===== src/rtl/input_fetch.sv =====
// Streams packed image words as sign-extended pixels, zero-padded to FFT_N x FFT_N, for the FFT stage.
// Optional INPUT_FETCH_PREFETCH_EN overlaps the next word read with emission for 1 sample/cycle.
module input_fetch #(
  parameter int          IMG_W     = 32,
  parameter int          IMG_H     = 32,
  parameter int          FFT_N     = 64,
  parameter logic [15:0] BASE_ADDR = 16'h0000,
  parameter int          OUT_W     = 16
) (
  input  logic             clk,
  input  logic             rst,
  input  logic             start,
  output logic             busy,
  output logic             done,
  output logic [15:0]      mem_addr,
  input  logic [31:0]      mem_q,
  output logic             out_valid,
  input  logic             out_ready,
  output logic [OUT_W-1:0] out_data,
  output logic             out_last_row,
  output logic             out_last_frame
);

  localparam int              CW     = $clog2(FFT_N + 1);
  localparam logic [CW-1:0]   W_L    = CW'(IMG_W);
  localparam logic [CW-1:0]   H_L    = CW'(IMG_H);
  localparam logic [CW-1:0]   N_L    = CW'(FFT_N);
  localparam logic [CW-1:0]   NM1_L  = CW'(FFT_N - 1);
  localparam logic [15:0]     W16    = 16'(IMG_W);

  typedef enum logic [2:0] {S_IDLE, S_REQ, S_LOAD, S_EMIT, S_PAD, S_DONE} state_t;

  state_t        state;
  logic [CW-1:0] row, col, row_n, col_n;
  logic [1:0]    lane, lane_n;
  logic [31:0]   buf_q;
  logic [15:0]   row_base;
  logic          fire, row_end;

  function automatic logic [OUT_W-1:0] sext(input logic [7:0] b);
    return OUT_W'($signed(b));
  endfunction

  function automatic logic [1:0] last_flags(input logic [CW-1:0] r, input logic [CW-1:0] c);
    return {(c == NM1_L) && (r == NM1_L), c == NM1_L};
  endfunction

  always_comb begin
    fire    = out_valid && out_ready;
    col_n   = col + CW'(1);
    row_n   = row + CW'(1);
    lane_n  = lane + 2'd1;
    row_end = fire && (((state == S_PAD) && (col == NM1_L)) ||
                       ((state == S_EMIT) && (lane == 2'd3) && (col_n == N_L)));
  end

  always_ff @(posedge clk) begin
    if (rst) begin
      state          <= S_IDLE;
      row            <= '0;
      col            <= '0;
      lane           <= '0;
      buf_q          <= '0;
      row_base       <= '0;
      busy           <= 1'b0;
      done           <= 1'b0;
      mem_addr       <= '0;
      out_valid      <= 1'b0;
      out_data       <= '0;
      out_last_row   <= 1'b0;
      out_last_frame <= 1'b0;
    end else begin
      done <= 1'b0;
      unique case (state)
        S_IDLE: if (start) begin
          state    <= S_REQ;
          row      <= '0;
          col      <= '0;
          busy     <= 1'b1;
          row_base <= BASE_ADDR;
          mem_addr <= BASE_ADDR;
        end
        S_REQ: state <= S_LOAD;
        S_LOAD: begin
          buf_q     <= mem_q;
          lane      <= '0;
          state     <= S_EMIT;
          out_valid <= 1'b1;
          out_data  <= sext(mem_q[7:0]);
          {out_last_frame, out_last_row} <= last_flags(row, col);
        end
        S_EMIT: if (fire) begin
          col  <= col_n;
          lane <= lane_n;
          if (lane == 2'd3) begin
            if (col_n == W_L) begin
              state    <= S_PAD;
              out_data <= '0;
              {out_last_frame, out_last_row} <= last_flags(row, col_n);
            end else begin
`ifdef INPUT_FETCH_PREFETCH_EN
              // Next word was addressed two lanes ago, so mem_q already holds it.
              buf_q    <= mem_q;
              out_data <= sext(mem_q[7:0]);
              {out_last_frame, out_last_row} <= last_flags(row, col_n);
`else
              state     <= S_REQ;
              out_valid <= 1'b0;
              mem_addr  <= row_base + 16'(col_n);
`endif
            end
          end else begin
            out_data <= sext(buf_q[{lane_n, 3'b000} +: 8]);
            {out_last_frame, out_last_row} <= last_flags(row, col_n);
`ifdef INPUT_FETCH_PREFETCH_EN
            if ((lane == 2'd1) && ((col_n + CW'(2)) < W_L))
              mem_addr <= row_base + 16'(col_n + CW'(2));
`endif
          end
        end
        S_PAD: if (fire && (col != NM1_L)) begin
          col <= col_n;
          {out_last_frame, out_last_row} <= last_flags(row, col_n);
        end
        S_DONE: state <= S_IDLE;
        default: state <= S_IDLE;
      endcase

      // Row completion is shared by PAD and a full-width final image word; it overrides the case above.
      if (row_end) begin
        col      <= '0;
        row      <= row_n;
        row_base <= row_base + W16;
        if (row_n < H_L) begin
          state     <= S_REQ;
          out_valid <= 1'b0;
          mem_addr  <= row_base + W16;
        end else if (row_n < N_L) begin
          state     <= S_PAD;
          out_valid <= 1'b1;
          out_data  <= '0;
          {out_last_frame, out_last_row} <= last_flags(row_n, '0);
        end else begin
          state          <= S_DONE;
          out_valid      <= 1'b0;
          done           <= 1'b1;
          busy           <= 1'b0;
          out_last_row   <= 1'b0;
          out_last_frame <= 1'b0;
        end
      end
    end
  end

endmodule

===== config.mk =====
export PLATFORM = sky130hd
export DESIGN_NAME = input_fetch
export DESIGN_NICKNAME = d
export VERILOG_FILES = /design/src/rtl/input_fetch.sv
export SDC_FILE = /design/constraint.sdc
export NUM_CORES = 1
export LEC_CHECK = 0
export ABC_CLOCK_PERIOD_IN_PS = 6720
export CORE_MARGIN = 4
export CORE_UTILIZATION = 40
export CTS_BUF_LIST = sky130_fd_sc_hd__clkbuf_2 sky130_fd_sc_hd__clkbuf_4 sky130_fd_sc_hd__clkbuf_8
export CTS_CLUSTER_DIAMETER = 60
export DETAILED_ROUTE_END_ITERATION = 7
export GPL_TIMING_DRIVEN = 0
export SYNTH_ARGS = -nofsm -noshare
export SYNTH_HDL_FRONTEND = slang
export SYNTH_SLANG_ARGS = --single-unit

===== constraint.sdc =====
create_clock -name clk -period 6.72 [get_ports clk]
set_clock_uncertainty 0.2 [all_clocks]
set_input_delay 1.344 -clock clk [delete_from_list [all_inputs] [get_ports clk]]
set_output_delay 1.344 -clock clk [all_outputs]
set_load 0.005 [all_outputs]

==> impl_metrics.json, run 1 <==
{
  "synth_area_mm2": 0.00520,
  "post-place-ws_ns": 2.52,
  "nNetsFinal": 767,
  "postLayoutSetupSlackWorst_ns": 2.87,
  "seqPwrFrac_pct": 49.2,
  "grtUsageTotal_pct": 20.0,
  "worst-path-max-fanout": 10,
  "synth.distinct_cells": 59,
  "use_met1_pct": 28.5,
  "layout_common_cells": "nand2_1 (102), a21oi_1 (101), dfxtp_1 (99), clkdlybuf4s50_1 (72), nor2_1 (38)",
  "synth_edf_count": 0,
  "via_count": 4978,
  "power_mw": 1.31,
  "dieArea_mm2": 0.0149,
  "p_int_uw": 911,
  "pwr-share-clk_pct": 32.1,
  "gp_congestion": 0.880,
  "ys_seq_area_share_pct": 38.1,
  "die_y_um": 122,
  "setup_viol": 0,
  "route.detailed.drc": 0,
  "detail_route.wl_per_cell_um": 16.6,
  "io_pins": 73,
  "top_usage_layer": "met2",
  "drive_above_1_share_pct": 8.25,
  "areaGrowthSynthToFinish_pct": 22.0,
  "finalSetupTns_ns": 0,
  "netlist_instances": 639,
  "fmax_ghz": 0.260,
  "rsz0062_at_grt": "false",
  "hp-class": "reg2reg",
  "p_leak_nw": 2.14,
  "multi_input_area_mm2": 0.00297,
  "synth_async_sr_flop_share_pct": 0,
  "power_switching_uw": 397,
  "insertion_delay_ns": 0.39,
  "viasPerCell": 5.54,
  "hpwlAfterDp_um": 10900,
  "num_rows": 41,
  "grt_pass1_vias": 4646,
  "timing.slew.headroom_pct": 49.3,
  "core_mm2": 0.0127,
  "path_clk_slew_ns": 0.11,
  "n_fill_cell": 1262,
  "cts_post_setup_buffers_inserted": 0,
  "postCtsHoldBufs": 0,
  "wirelength_um": 14900,
  "cts-root-buf": "clkbuf_8",
  "grt_use_met2_pct": 30.5,
  "io_buffers": 72,
  "final_max_slew_viol_count": 0,
  "syn-num-nets": 684,
  "start_util_pct": 41.0,
  "drt-initial-drc-count": 427,
  "synth_seq_cells": 99,
  "tightestPinTransition_ns": 0.761,
  "die_w_um": 122,
  "timing.final.crit_share_pct": 57.3,
  "grt_overflow": 0,
  "maxCapViolations": 0,
  "synth_ff_type": "dfxtp_1",
  "cts_buffer_depth": 2,
  "endpoint_kind": "register",
  "switching_share_pct": 30.3,
  "diodes": 0,
  "cts.htree.levels": 3,
  "syn_avg_cell_area_um2": 8.13,
  "vdd_ir_drop_max_mv": 0.0890,
  "yosysWarnings": 0,
  "grt_pass1_wl_um": 23800,
  "hold_viol": 0,
  "cts_resized": 0,
  "powerDensity_mw_per_mm2": 206,
  "start_kind": "input port",
  "hold_slack_ns": 0.258,
  "power_frac_comb_pct": 18.7,
  "use_met3_pct": 3.39,
  "fin_crit_ns": 3.85,
  "cts_tree": "done",
  "grt_antenna_before_repair": 0,
  "critPathArrivalTime_ns": 3.89,
  "cts.sinks": 99,
  "regArea_mm2": 0.00198,
  "ant_nets": 0,
  "worstSetupPathType": "in2reg",
  "numCtsBuffers": 9,
  "outcome": "finished, final reports clean",
  "grt_max_degree": 18,
  "cp.required_ns": 6.76,
  "layout_commonest_cell": "nand2_1",
  "drtPass1Iterations": 7
}
[metal layers]
| layer | wire length, um | up-vias |
|---|---|---|
| met2 | 6590 | 132 |
| met4 | 238 | 0 |
| met5 | 0 | - |
| met3 | 728 | 19 |
| met1 | 7380 | 2367 |
| li1 | - | 2460 |
[path summary, 6_finish.rpt]
kind	start	end	slack (ns)	cells after the start
min	buf_q[19]$_SDFFE_PP0P_	buf_q[19]$_SDFFE_PP0P_	0.26	2
min reg2reg	buf_q[19]$_SDFFE_PP0P_	buf_q[19]$_SDFFE_PP0P_	0.26	2
max	out_ready	out_data[13]$_SDFF_PP0_	2.87	9
max reg2reg	col[1]$_SDFFE_PP0P_	mem_addr[13]$_SDFF_PP0_	3.32	10
[state kept, by name, summed over array words and instances (netlist names)]
signal and cells:
buf_q 32, busy 1, col 7, done 1, lane 2, mem_addr 16, out_data 16, out_last_frame 1
out_last_row 1, out_valid 1, row 7, row_base 11, state 3
[through the flow]
| stage | utilization (%) | instances | cell area (um^2) |
|---|---|---|---|
| 2_1_floorplan | - | 639 | 5200 |
| 3_3_place_gp | 48.4 | 883 | 6130 |
| 3_5_place_dp | 48.4 | 883 | 6130 |
| 4_1_cts | 50.1 | 899 | 6340 |
| 5_1_grt | 50.1 | 899 | 6340 |
| 6_report | 50.1 | 899 | 6340 |
[cell families (layout without fill, tap and decap cells)]
kind of cell             Yosys count  in the layout  synth area share [%]
buffers and inverters             54            142                  4.67
adder cells (fa/ha/maj)            9              9                  2.17
multiplexers                      14             14                  4.62
flip-flops                        99             99                  38.1
XOR/XNOR                          24             24                  4.04
AO/OA/AOI/OAI                    195            195                  23.6
AND/OR/NAND/NOR                  243            243                  22.7
other                              1              1                0.0722
[area by class of cell]
| type | instances | area share, % |
|---|---|---|
| clock inverter | 6 | 1.12 |
| tap | 172 | 3.39 |
| sequential | 99 | 31.2 |
| clock buffer | 10 | 2.17 |
| timing repair buffer | 72 | 11.4 |
| buffer | 50 | 3.59 |
| multi-input combinational | 486 | 46.9 |
| inverter | 4 | 0.237 |
[cells in the mapped netlist, types with 7 or more instances]
master,count,area [um^2]
mux4_2,8,180
a21oi_1,101,505
xnor2_1,14,123
or3_1,8,50.1
nand2_1,102,383
nand3_1,23,115
ha_1,9,113
clkbuf_1,31,116
dfxtp_1,99,1980
o21ai_0,26,130
nor2_1,38,143
and3_1,11,68.8
a211oi_1,11,82.6
nand3b_1,11,82.6
a22oi_1,7,52.6
nor3_1,13,65.1
buf_2,14,70.1
xor2_1,10,87.6
[critical path: stages]
cell,delay (ns)
clkdlybuf4s50_1,0.49
and2_1,0.12
buf_2,0.21
nand3_2,0.23
a211oi_2,0.33
nor2_1,0.22
o21bai_1,0.56
buf_2,0.33
a21oi_1,0.06
[power groups by stage]
stage                     clock, mW  combinational, mW  sequential (mW)
final                         0.419              0.244            0.644
after global routing          0.442              0.270            0.648
after CTS                     0.426              0.244            0.644
after detailed placement          0              0.243            0.657
after global placement            0              0.240            0.656
after floorplan                   0              0.146            0.651
No activity file was read; power rests on OpenSTA's default activity.
==> run 2: changes to the inputs <==
--- a/config.mk
+++ b/config.mk
@@ -5,7 +5,7 @@
 export SDC_FILE = /design/constraint.sdc
 export NUM_CORES = 1
 export LEC_CHECK = 0
-export ABC_CLOCK_PERIOD_IN_PS = 6720
+export ABC_CLOCK_PERIOD_IN_PS = 3750
 export CORE_MARGIN = 4
 export CORE_UTILIZATION = 40
 export CTS_BUF_LIST = sky130_fd_sc_hd__clkbuf_2 sky130_fd_sc_hd__clkbuf_4 sky130_fd_sc_hd__clkbuf_8
==> constraint.sdc (replaced) <==
create_clock -name clk -period 3.75 [get_ports clk]
set_clock_uncertainty 0.2 [all_clocks]
set_input_delay 0.75 -clock clk [delete_from_list [all_inputs] [get_ports clk]]
set_output_delay 0.75 -clock clk [all_outputs]
set_load 0.005 [all_outputs]
==> results of run 2 <==
Same layout as run 1 (identical final DEF). Status: finished, final reports clean.
Among the figures that moved: setup slack after placement 2.52 ns -> 0.141 ns; setup slack after layout 2.87 ns -> 0.346 ns; start point of the critical path out_ready -> col[1]$_SDFFE_PP0P_; end point of the critical path out_data[13]$_SDFF_PP0_ -> mem_addr[13]$_SDFF_PP0_; register-to-register setup slack 3.32 ns -> 0.35 ns; total power 1.31 mW -> 2.34 mW; worst IR drop on VDD 0.0890 mV -> 0.160 mV
